==> config.mk <==
export PLATFORM = sky130hd
export DESIGN_NAME = noc_output_arbiter_flat
export DESIGN_NICKNAME = d
export VERILOG_FILES = /design/src/rtl/noc_output_arbiter_pkg.sv /design/src/rtl/noc_output_arbiter_if.sv /design/src/rtl/noc_output_arbiter_rr_pick.sv /design/src/rtl/noc_output_arbiter.sv /design/src/flat_wrapper.sv
export SDC_FILE = /design/constraint.sdc
export NUM_CORES = 1
export LEC_CHECK = 0
export BUFFER_PORTS_ARGS = -buffer_cell sky130_fd_sc_hd__buf_4
export CORE_MARGIN = 5
export CORE_UTILIZATION = 50
export DETAILED_ROUTE_END_ITERATION = 8
export PLACE_DENSITY = 0.88
export SYNTH_ARGS = -nofsm -noshare
export SYNTH_HDL_FRONTEND = slang
export SYNTH_SLANG_ARGS = --single-unit
==> constraint.sdc <==
create_clock -name clk -period 5.25 [get_ports clk]
set_input_delay 1.05 -clock clk [delete_from_list [all_inputs] [get_ports clk]]
set_output_delay 1.05 -clock clk [all_outputs]
set_load 0.01 [all_outputs]
==> src/rtl/noc_output_arbiter_pkg.sv <==
// ---------------------------------------------------------------------------
// noc_arb_pkg
// Shared types and defaults for the mesh router output arbiter and the
// round-robin picker. The router imports the same defaults so the port count
// and flit width stay consistent across the slice.
//   arb_state_t : output arbiter FSM states (idle / packet locked)
//   port_idx_t  : index of one router port
//   rr_next     : wrap-around successor of a port index
// ---------------------------------------------------------------------------
package noc_arb_pkg;

    localparam int ARB_N      = 5;
    localparam int ARB_FLIT_W = 32;
    localparam int ARB_IDX_W  = $clog2(ARB_N);

    typedef enum logic {
        ARB_IDLE   = 1'b0,
        ARB_LOCKED = 1'b1
    } arb_state_t;

    typedef logic [ARB_IDX_W-1:0] port_idx_t;

    // Successor of idx in a ring of n ports (n-1 wraps back to 0).
    function automatic int rr_next(input int idx, input int n);
        return (idx + 1 >= n) ? 0 : idx + 1;
    endfunction

endpackage

==> src/rtl/noc_output_arbiter_if.sv <==
// ---------------------------------------------------------------------------
// noc_output_arbiter_if
// Handshake bundle between N router inputs, the output arbiter and the
// downstream neighbour.
//   in_valid/in_data/in_last : flits offered by each input
//   in_ready                 : flit of input i accepted this cycle
//   out_valid/out_data/out_last : registered flit toward downstream
//   out_avail                : downstream can take a flit this cycle
// Modports:
//   master : the arbiter (owns in_ready and the out_* link)
//   slave  : the environment (inputs and downstream receiver)
// ---------------------------------------------------------------------------
interface noc_output_arbiter_if
    import noc_arb_pkg::*;
#(
    parameter int N      = ARB_N,
    parameter int FLIT_W = ARB_FLIT_W
);

    logic [N-1:0]             in_valid;
    logic [N-1:0][FLIT_W-1:0] in_data;
    logic [N-1:0]             in_last;
    logic [N-1:0]             in_ready;
    logic                     out_valid;
    logic [FLIT_W-1:0]        out_data;
    logic                     out_last;
    logic                     out_avail;

    modport master (
        input  in_valid, in_data, in_last, out_avail,
        output in_ready, out_valid, out_data, out_last
    );

    modport slave (
        output in_valid, in_data, in_last, out_avail,
        input  in_ready, out_valid, out_data, out_last
    );

endinterface

==> src/rtl/noc_output_arbiter_rr_pick.sv <==
// ---------------------------------------------------------------------------
// noc_rr_pick
// Combinational rotate-priority picker. Scans req starting at ptr, then
// ptr+1, ... wrapping modulo N, and reports the first asserted index.
// Shared with the router's input-VC arbitration.
//   req     : request vector, one bit per port
//   ptr     : highest-priority index this cycle (must be < N)
//   gnt_idx : first requesting index at or after ptr (0 when none)
//   any     : at least one request present
// ---------------------------------------------------------------------------
module noc_rr_pick #(
    parameter int N = 5
) (
    input  logic [N-1:0]         req,
    input  logic [$clog2(N)-1:0] ptr,
    output logic [$clog2(N)-1:0] gnt_idx,
    output logic                 any
);

    localparam int IDX_W = $clog2(N);

    // Walk the ring from the farthest offset back to ptr so that the
    // closest requester to ptr is the last one written and therefore wins.
    always_comb begin
        int idx;
        idx     = 0;
        gnt_idx = '0;
        any     = 1'b0;
        for (int off = N - 1; off >= 0; off--) begin
            idx = int'(ptr) + off;
            if (idx >= N) begin
                idx = idx - N;
            end
            if (req[idx[IDX_W-1:0]]) begin
                gnt_idx = idx[IDX_W-1:0];
                any     = 1'b1;
            end
        end
    end

endmodule

==> src/rtl/noc_output_arbiter.sv <==
// ---------------------------------------------------------------------------
// noc_output_arbiter
// Wormhole output-port arbiter for one mesh router output. One packet at a
// time owns the link; owners are chosen round-robin and keep the grant until
// their tail flit is forwarded. The forwarded flit is registered and only
// advances when downstream signals availability.
// Ports:
//   clk, rst  : clock, asynchronous active-high reset
//   bus       : noc_output_arbiter_if.master (inputs, in_ready, out_* link)
//   owner     : index of the currently locked input (debug)
//   busy      : a packet holds the output
//   wdog_err  : one-cycle pulse when the stall watchdog releases a grant
// Configuration:
//   NOC_ARB_WATCHDOG_EN : when defined, an owner that makes no progress for
//                         WDOG_CYCLES locked cycles loses its grant. When
//                         undefined, the grant is held indefinitely and
//                         wdog_err is tied low.
// ---------------------------------------------------------------------------
module noc_output_arbiter
    import noc_arb_pkg::*;
#(
    parameter int N           = ARB_N,
    parameter int FLIT_W      = ARB_FLIT_W,
    parameter int WDOG_CYCLES = 64
) (
    input  logic                 clk,
    input  logic                 rst,
    noc_output_arbiter_if.master bus,
    output logic [$clog2(N)-1:0] owner,
    output logic                 busy,
    output logic                 wdog_err
);

    localparam int IDX_W = $clog2(N);

    arb_state_t        state_q, state_d;
    logic [IDX_W-1:0]  ownerIdx_q, ownerIdx_d;
    logic [IDX_W-1:0]  rrPtr_q, rrPtr_d;
    logic [IDX_W-1:0]  ownerNext;
    logic [IDX_W-1:0]  pickIdx;
    logic              pickAny;
    logic              loadOk;
    logic              xfer;
    logic              wdogFire;

    logic              outValid_q;
    logic [FLIT_W-1:0] outData_q;
    logic              outLast_q;

    noc_rr_pick #(
        .N (N)
    ) u_pick (
        .req     (bus.in_valid),
        .ptr     (rrPtr_q),
        .gnt_idx (pickIdx),
        .any     (pickAny)
    );

    // The output register can accept a new flit when it is empty or its
    // current flit leaves this cycle.
    assign loadOk    = !outValid_q || bus.out_avail;
    assign xfer      = (state_q == ARB_LOCKED) && bus.in_valid[ownerIdx_q] && loadOk;
    assign ownerNext = IDX_W'(rr_next(int'(ownerIdx_q), N));

`ifdef NOC_ARB_WATCHDOG_EN
    localparam int CNT_W = $clog2(WDOG_CYCLES) + 1;

    logic [CNT_W-1:0] wdogCnt_q, wdogCnt_d;
    logic             wdogErr_q;

    assign wdogFire = (state_q == ARB_LOCKED) && !xfer
                      && (wdogCnt_q == CNT_W'(WDOG_CYCLES - 1));

    // Count consecutive locked cycles without progress; any transfer, the
    // idle state or the release itself restarts the count.
    always_comb begin
        wdogCnt_d = wdogCnt_q + CNT_W'(1);
        if ((state_q != ARB_LOCKED) || xfer || wdogFire) begin
            wdogCnt_d = '0;
        end
    end

    // Counter and the registered release pulse.
    always_ff @(posedge clk or posedge rst) begin
        if (rst) begin
            wdogCnt_q <= '0;
            wdogErr_q <= 1'b0;
        end else begin
            wdogCnt_q <= wdogCnt_d;
            wdogErr_q <= wdogFire;
        end
    end

    assign wdog_err = wdogErr_q;
`else
    logic [31:0] unused_wdogCycles;

    assign unused_wdogCycles = WDOG_CYCLES;
    assign wdogFire          = 1'b0;
    assign wdog_err          = 1'b0;
`endif

    // State register: FSM state, locked owner and round-robin pointer.
    always_ff @(posedge clk or posedge rst) begin
        if (rst) begin
            state_q    <= ARB_IDLE;
            ownerIdx_q <= '0;
            rrPtr_q    <= '0;
        end else begin
            state_q    <= state_d;
            ownerIdx_q <= ownerIdx_d;
            rrPtr_q    <= rrPtr_d;
        end
    end

    // Next state: arbitrate in IDLE, release after the tail (or a watchdog
    // timeout) and move the pointer just past the releasing owner.
    always_comb begin
        state_d    = state_q;
        ownerIdx_d = ownerIdx_q;
        rrPtr_d    = rrPtr_q;
        case (state_q)
            ARB_IDLE: begin
                if (pickAny) begin
                    state_d    = ARB_LOCKED;
                    ownerIdx_d = pickIdx;
                end
            end
            ARB_LOCKED: begin
                if ((xfer && bus.in_last[ownerIdx_q]) || wdogFire) begin
                    state_d = ARB_IDLE;
                    rrPtr_d = ownerNext;
                end
            end
            default: state_d = ARB_IDLE;
        endcase
    end

    // FSM outputs: only the locked owner sees ready, gated by output space.
    always_comb begin
        bus.in_ready = '0;
        busy         = 1'b0;
        if (state_q == ARB_LOCKED) begin
            bus.in_ready[ownerIdx_q] = loadOk;
            busy                     = 1'b1;
        end
    end

    // Output flit register: load on transfer, drop valid once downstream
    // has taken the flit and nothing replaces it, hold while stalled.
    always_ff @(posedge clk or posedge rst) begin
        if (rst) begin
            outValid_q <= 1'b0;
            outData_q  <= '0;
            outLast_q  <= 1'b0;
        end else if (xfer) begin
            outValid_q <= 1'b1;
            outData_q  <= bus.in_data[ownerIdx_q];
            outLast_q  <= bus.in_last[ownerIdx_q];
        end else if (bus.out_avail) begin
            outValid_q <= 1'b0;
        end
    end

    assign bus.out_valid = outValid_q;
    assign bus.out_data  = outData_q;
    assign bus.out_last  = outLast_q;
    assign owner         = ownerIdx_q;

endmodule

==> src/flat_wrapper.sv <==
// flat-port wrapper written by rule: the top's interface ports become plain ports
module noc_output_arbiter_flat import noc_arb_pkg::*;
#(
    parameter int N           = ARB_N,
    parameter int FLIT_W      = ARB_FLIT_W,
    parameter int WDOG_CYCLES = 64
)
  (clk, rst, owner, busy, wdog_err, bus_in_valid, bus_in_data, bus_in_last, bus_out_avail, bus_in_ready, bus_out_valid, bus_out_data, bus_out_last);
  noc_output_arbiter_if #(.N(N), .FLIT_W(FLIT_W)) bus_i ();
  input  logic clk;
  input  logic rst;
  output logic [$clog2(N)-1:0] owner;
  output logic busy;
  output logic wdog_err;
  input wire logic [$bits(bus_i.in_valid)-1:0] bus_in_valid;
  input wire logic [$bits(bus_i.in_data)-1:0] bus_in_data;
  input wire logic [$bits(bus_i.in_last)-1:0] bus_in_last;
  input wire logic [$bits(bus_i.out_avail)-1:0] bus_out_avail;
  output wire logic [$bits(bus_i.in_ready)-1:0] bus_in_ready;
  output wire logic [$bits(bus_i.out_valid)-1:0] bus_out_valid;
  output wire logic [$bits(bus_i.out_data)-1:0] bus_out_data;
  output wire logic [$bits(bus_i.out_last)-1:0] bus_out_last;
  assign bus_i.in_valid = bus_in_valid;
  assign bus_i.in_data = bus_in_data;
  assign bus_i.in_last = bus_in_last;
  assign bus_i.out_avail = bus_out_avail;
  assign bus_in_ready = bus_i.in_ready;
  assign bus_out_valid = bus_i.out_valid;
  assign bus_out_data = bus_i.out_data;
  assign bus_out_last = bus_i.out_last;
  noc_output_arbiter #(.N(N), .FLIT_W(FLIT_W), .WDOG_CYCLES(WDOG_CYCLES)) u_core (.clk(clk), .rst(rst), .bus(bus_i), .owner(owner), .busy(busy), .wdog_err(wdog_err));
endmodule
Word level (Yosys, flattened, before mapping) --
Cells that the tools add are included.
Operators by class: add/subtract/negate cells 10, $lt $le $gt $ge 13, multiplexer cells 41, bitwise operators 2, reduce and logical (&&, ||, !) cells 9
Operators with widths (number):
- $bmux W32 S3 | 1
- $mux W3 | 11
- $mux W32 | 1
- $lt A3 B4 Y1 const B | 6
- $bmux W1 S3 | 7
- $ge A4 B3 Y1 const B | 5
- $mux W1 | 18
- $sub A3 B3 Y3 const B | 5
- $add A3 B1 Y4 const B | 2
- $add A3 B2 Y4 const B | 2
- $and A5 B5 Y5 | 1
- $mux W5 | 1
- $add A3 B3 Y4 const B | 1
- $logic_and A1 B1 Y1 | 4
- $reduce_and A2 Y1 | 2
- $demux W1 S3 | 1
- $ge A3 B1 Y1 const B | 1
- $ge A3 B3 Y1 const B | 1
- $pmux W1 S2 | 1
- $reduce_bool A2 Y1 | 1
- $logic_not A1 Y1 | 1
- $logic_or A1 B1 Y1 | 1
- $not A1 Y1 | 1
Storage, ports and cells: flip-flop bits (word level) 41, input port bits 173, logic and storage cells 81

Longest topological paths before layout --
Gate-level depths: netlist of the first run.
depth in word-level cells 12, gate-level depth with buffers 12, mapped depth without buffers 11

By module --
From an unflattened synthesis of the first run, not the netlist that was laid out.
Unflattened totals: cell total of the unflattened synthesis 505, area, all modules 4083.9 um2
By module, submodules not included:
- noc_output_arbiter | instances 1, cells each 353, area each 2965.3 um2, seq. area each 1026.0 um2
- noc_rr_pick | instances 1, cells each 152, area each 1118.6 um2, seq. area each 0.0 um2

Least setup slack after synthesis of the first run --
OpenSTA, ideal clock, no wires.
path type register -> output, start register u_core.ownerIdx_q[0] (netlist: u_core.owner[0]), end output port bus_in_ready[1], arrival 1.999 ns, data required time 4.200 ns, path slack 2.201 ns, stages on the path, launching flop included 7, buffers on the path 4, path through dfrtp_1 buf_2 buf_1 buf_2 clkbuf_1 nand3_1 nor3_1
On the way: longest elaborated chain between the ends 6, elaborated cells on any way between the ends 7
Ends and longest elaborated chain:
- start, declared | RTL line noc_output_arbiter.sv:37 | logic [IDX_W-1:0] ownerIdx_q, ownerIdx_d;
- start signal, assigned | RTL line noc_output_arbiter.sv:111 | ownerIdx_q <= ownerIdx_d;
- $lt A3 B4 Y1 (implied by the code) or $ge A3 B1 Y1 (tied branches) | RTL line noc_output_arbiter.sv:144 | bus.in_ready[ownerIdx_q] = loadOk;
- $logic_and A1 B1 Y1 (implied by the code) | RTL line noc_output_arbiter.sv:144
- $mux W1 (implied by the code) | RTL line noc_output_arbiter.sv:144
- $demux W1 S3 (*)
- $and A5 B5 Y5 (no line) (*)
- $mux W5 (*) | RTL line noc_output_arbiter.sv:143 | if (state_q == ARB_LOCKED) begin
- end, declared | RTL line flat_wrapper.sv:19 | output wire logic [$bits(bus_i.in_ready)-1:0] bus_in_ready;
Mark *: on every way between the ends. The rest lies on a longest branch, timed or not.

Worst setup path after layout of the first run --
start register u_core.rrPtr_q[1], end register u_core.ownerIdx_q[2] (netlist: u_core.owner[2])
On the way: longest elaborated chain between the ends 11, elaborated cells on any way between the ends 40
Ends and longest elaborated chain:
- start, declared | RTL line noc_output_arbiter.sv:38 | logic [IDX_W-1:0] rrPtr_q, rrPtr_d;
- start signal, assigned | RTL line noc_output_arbiter.sv:112 | rrPtr_q <= rrPtr_d;
- $add A3 B3 Y4 | RTL line noc_output_arbiter_rr_pick.sv:30 | idx = int'(ptr) + off;
- $ge A4 B3 Y1 or $sub A3 B3 Y3 (tied branches) | RTL line noc_output_arbiter_rr_pick.sv:31, noc_output_arbiter_rr_pick.sv:32
- $mux W3 | RTL line noc_output_arbiter_rr_pick.sv:31 | if (idx >= N) begin
- $bmux W1 S3 | RTL line noc_output_arbiter_rr_pick.sv:34 | if (req[idx[IDX_W-1:0]]) begin
- $mux W1 (implied by the code) | RTL line noc_output_arbiter_rr_pick.sv:34
- $mux W1 (5 in series) | RTL line noc_output_arbiter_rr_pick.sv:34
- $reduce_and A2 Y1 (no line)
Several ways; a longest one is shown, not always the timed one. The select of a mux whose other input is x is not followed. A chain may end at the register's enable or synchronous reset.

==> results of run 1 <==
[logic make-up after synthesis]
| kind of cell | Yosys count | synth area share, % |
|---|---|---|
| AND/OR/NAND/NOR | 135 | 17.2 |
| flip-flops | 41 | 25.1 |
| buffers and inverters | 54 | 5.94 |
| multiplexers | 74 | 23.0 |
| other | 1 | 0.0918 |
| AO/OA/AOI/OAI | 147 | 23.3 |
| adder cells (fa/ha/maj) | 11 | 3.55 |
| XOR/XNOR | 8 | 1.72 |
[Yosys cell counts (10+ instances only)]
cell type,count
nor2b_1,20
o21ai_0,34
nor2_1,51
clkbuf_1,21
nand2_1,23
buf_2,10
mux2i_1,54
dfrtp_1,41
o221ai_1,12
mux4_2,15
ha_1,10
a21oi_1,54
o21a_1,13
[per-stage QoR]
step	power (mW)	setup WS (ns)	instances	hold slack, ns	utilization, %
finish	3.34	1.69	762	0.500	71.4
global placement	3.06	1.91	754	0.476	70.2
detailed placement	3.12	1.79	754	0.482	70.2
CTS	3.34	1.78	762	0.501	71.4
global route	3.62	1.48	762	0.518	71.4
floorplan	2.39	2.20	471	0.531	-
[layout make-up]
type | instances | area share, %
Multi-Input combinational cell | 376 | 48.9
Timing Repair Buffer | 220 | 28.6
Sequential cell | 41 | 17.8
Tap cell | 105 | 2.27
Clock buffer | 6 | 1.43
Inverter | 12 | 0.780
Clock inverter | 2 | 0.238
[path summary, 6_finish.rpt]
kind	from	end	slack [ns]	cells past startpoint
worst min register to register	u_core.bus.out_data[29]	u_core.bus.out_data[29]	0.50	1
min in group asynchronous	rst	u_core.bus.out_data[18]	0.93	2
worst max register to register	u_core.rrPtr_q[1]	u_core.owner[2]	1.69	9
worst max-delay path	u_core.rrPtr_q[1]	u_core.owner[2]	1.69	9
worst min-delay path	u_core.bus.out_data[29]	u_core.bus.out_data[29]	0.50	1
max in group asynchronous	rst	u_core.owner[1]	3.73	2
[per-layer routing]
layer	share of wire (%)	track usage, %	up-vias
li1	-	-	2100
met1	40	36.9	2060
met2	50	48.0	185
met3	7.6	4.66	24
met4	2.0	7.15	0
met5	0	0	-
[report_power, final]
| part | leakage, nW | internal [mW] | switching [mW] |
|---|---|---|---|
| registers | 0.461 | 0.475 | 0.191 |
| clock network | 0.0512 | 0.107 | 0.116 |
| logic | 2.19 | 1.15 | 1.30 |
[flip-flops by register name (all words and copies together) (netlist names)]
signal,cells
u_core.bus.out_data,32
u_core.bus.out_last,1
u_core.bus.out_valid,1
u_core.owner,3
u_core.rrPtr_q,3
u_core.state_q,1
==> qor.csv, run 1 <==
metric;value;unit
outcome;completed;
coreArea;8090;sq um
ant_nets;0;
crit_fanout;17;
setup_tns;0;ns
min_period_over_period;67.7;%
fmax;281;MHz
die_w;100;um
wl;14800;um
peakVddDrop;0.000297;V
layout-drive-gt1-share;40.5;%
path_clk_slew;0.09;ns
setup.worst_path.class;reg -> reg;
rows;33;
vias_per_cell;5.73;
leakage;2.71;nW
yosys_warnings;0;
max-clock-path-buffers;2;
cts_hold_buf;0;
cp_cell_sequence;inv_2 > ha_1 > inv_1 > mux2i_1 > nand4_1 > o31a_1 > nor4b_2 > a21oi_2 > mux2_4;
ys_ff_latch;41;
pin_count;217;
dieArea;10100;sq um
die_h;100;um
startpoint_type;flop;
synth_flop_cell;dfrtp_1;
cts_buffers;5;
setup_viol;0;
slew_headroom;43.0;%
tightest_slew;0.854;ns
critPathTopFamily;flip-flops;
rsz0062_at_grt;false;
overflow;0;
synth_area;4080;sq um
critical_path_buf_inv_count;2;
ys_seq_area_share;25.1;%
synth_edf_count;0;
first_iter_violations;282;
fin_crit;3.56;ns
cts_resized;0;
final_common_cell;buf_4;
grt_util_all_layers;28.0;%
dr.pass1.iters;5;
yosys-top-cells-area;dfrtp_1, mux2i_1, mux4_2;
finalHoldViolCount;0;
grt_pass1_vias;4300;
syn_inst;471;
slew_viol_final;0;
htree_levels;2;
n_antenna_cell;0;
syn2layout_area_growth;41.4;%
multi_input_area;2820;sq um
layout_common_cells;buf_4, a21oi_1, mux2i_1;
finish.instance_area;5780;sq um
initial_core_util;50.5;%
clock-sinks;41;
p_per_area;579;nW/um^2
synthesis.nets;655;
drc;0;
yosys.cell_types.count;68;
skew;0.0118;ns
cts_tree;done;
clockRootBuffer;clkbuf_8;
required;5.44;ns
register_area;1030;sq um
critical-path-max-stage-delay;0.78;ns
end_kind;flop;
fin_nets;840;
portBuffers;215;
critical_path_arrival;3.75;ns
maxCapViolCount;0;
num_vias;4369;
routedWlPerCell;19.4;um
placed_area;5680;sq um
avgSynthCellArea;8.67;sq um
cp_slowest_cell;dfrtp_1;
antenna_found_initial;0;
fillers;643;
hold_class;reg -> reg;
yosys.area.top_type;dfrtp_1;
gp_congestion;0.904;
grt_max_degree;54;
dp_hpwl;11800;um
insertion_delay;0.30;ns
ys_async_sr_fraction;100;%
grt_first_pass_wirelength;22500;um
synth_top_cell_area_share;25.1;%
post_cts_buffers;0;
(Power assumes the default switching activity.)
==> run 2, diff against run 1 <==
Settings changed: CORE_UTILIZATION 50 to 42, PLACE_DENSITY 0.88 to 0.79.
Clock period 5.25 ns to 3 ns, I/O delays scaled along.
==> run 2 against run 1 <==
  * Clock skew about the same
  * Setup slack got worse by 1.6 ns
  * Sequential power rose by 64%
  * Register-to-register slack worse by 1.6 ns
  * Maximum frequency up 24%
  * Critical endpoint unchanged
  * Final area increased by 3.0%
  * Power is 82% higher
  * Die area grew 17%
  * Cell count is 5.9% higher
  * Critical path type unchanged
==> qor.csv, run 2 (synthesis results as in run 1) <==
metric;value;unit;change
dieArea;11800;sq um;+17%
min_period_over_period;95.3;%;+28 points
hold_class;in -> async;;
num_vias;4538;;+3.9%
post_cts_buffers;0;;unchanged
coreArea;9640;sq um;+19%
layout_common_cells;buf_4, a21oi_1, mux2i_1;;
setup_ws;0.142;ns;-1.55 ns
maxCapViolCount;0;;unchanged
vias_per_cell;5.62;;-1.9%
grt_max_degree;66;;+22%
path_clk_slew;0.08;ns;about the same
p_per_area;1020;nW/um^2;+77%
skew;0.0116;ns;-0.000193 ns
routedWlPerCell;19.7;um;+1.8%
outcome;completed;;
peakVddDrop;0.000411;V;+38%
startpoint_type;flop;;
register_area;1030;sq um;+0.24%
setup.worst_path.class;reg -> reg;;
critical_path_arrival;3.05;ns;-0.70 ns
insertion_delay;0.30;ns;about the same
required;3.19;ns;-2.25 ns
gp_congestion;0.935;;+3.5%
first_iter_violations;367;;+30%
multi_input_area;2840;sq um;+0.66%
tightest_slew;1.20;ns;+0.343 ns
max-clock-path-buffers;2;;unchanged
fin_nets;857;;+2.0%
overflow;0;;unchanged
htree_levels;2;;unchanged
grt_util_all_layers;24.6;%;-3.5 points
die_h;109;um;+8.2%
grt_pass1_vias;4346;;+1.1%
fin_crit;2.86;ns;-0.698 ns
pin_count;217;;unchanged
wl;15900;um;+7.8%
drc;0;;unchanged
rows;36;;+9.1%
end_kind;flop;;
clock-sinks;41;;unchanged
n_antenna_cell;0;;unchanged
dp_slack;0.0176;ns;-1.77 ns
cts_buffers;5;;unchanged
grt_first_pass_wirelength;22600;um;+0.37%
p_total;6.09;mW;+82%
dp_hpwl;12800;um;+8.5%
fillers;864;;+34%
fmax;350;MHz;+24%
clockRootBuffer;clkbuf_8;;
largest_reg_flops;32;;unchanged
portBuffers;215;;unchanged
initial_core_util;42.4;%;-8.1 points
syn2layout_area_growth;45.7;%;
finalHoldViolCount;0;;unchanged
layout-drive-gt1-share;42.3;%;+1.8 points
setup_viol;0;;unchanged
dr.pass1.iters;5;;unchanged
die_w;109;um;+8.2%
ant_nets;0;;unchanged
slew_headroom;20.1;%;-23 points
cts_tree;done;;
slew_viol_final;0;;unchanged
crit_fanout;5;;-12
setup_tns;0;ns;unchanged
antenna_found_initial;0;;unchanged
final_core_util;61.7;%;-9.6 points
leakage;2.78;nW;+2.6%
final_common_cell;buf_4;;
run 2: report_power, final:
group          internal [mW]  total (mW)  leakage, nW  switching [mW]
Clock                  0.187       0.380       0.0445           0.193
Sequential             0.836        1.09        0.458           0.251
Combinational           2.16        4.62         2.27            2.47
run 2: through the flow:
stage,std cells,cell area [sq um],hold slack (ns)
finish,807,5950,0.321
global route,807,5950,0.359
CTS,806,5930,0.339
detailed placement,798,5830,0.481
global placement,798,5830,0.475
floorplan,471,4080,0.531
run 2: critical path: stages (launching register included):
cell and delay (ns):
dfrtp_1 0.40, inv_2 0.07, ha_1 0.13, inv_1 0.05
fa_1 0.46, a21oi_4 0.25, nor3_1 0.07, o211a_1 0.25
or2_1 0.29, nor4b_4 0.36, a21oi_2 0.12, mux2_4 0.32
run 2: final cells by class:
cell class / count / share of cell area (%)
tap: 133 / 2.80
timing repair buffer: 236 / 29.8
clock buffer: 7 / 1.45
inverter: 12 / 0.757
multi-input combinational: 377 / 47.8
sequential: 41 / 17.3
clock inverter: 1 / 0.126
run 2: path summary, 6_finish.rpt:
| kind | from | endpoint | slack [ns] | cells after the start |
|---|---|---|---|---|
| min in group clk | u_core.bus.out_data[22] | u_core.bus.out_data[22] | 0.49 | 1 |
| min | rst | u_core.bus.out_data[5] | 0.32 | 2 |
| max | u_core.rrPtr_q[0] | u_core.owner[2] | 0.14 | 11 |
| max in group asynchronous | rst | u_core.bus.out_data[20] | 1.97 | 3 |
| min reg2reg | u_core.bus.out_data[22] | u_core.bus.out_data[22] | 0.49 | 1 |
| max reg2reg | u_core.rrPtr_q[0] | u_core.owner[2] | 0.14 | 11 |
run 2: metal layers:
metal | track usage [%] | vias to the layer above | share of wire (%)
met3 | 6.16 | 33 | 8.9
met2 | 40.7 | 223 | 49
met4 | 6.85 | 0 | 2.5
met1 | 31.9 | 2164 | 40
li1 | - | 2118 | -
met5 | 0 | - | 0
run 2: timing repair:
item	in CTS	in global routing
endpoints found under the setup margin	0	10
resized for setup	0	5
hold endpoints to repair	0	0
hold buffers	0	0
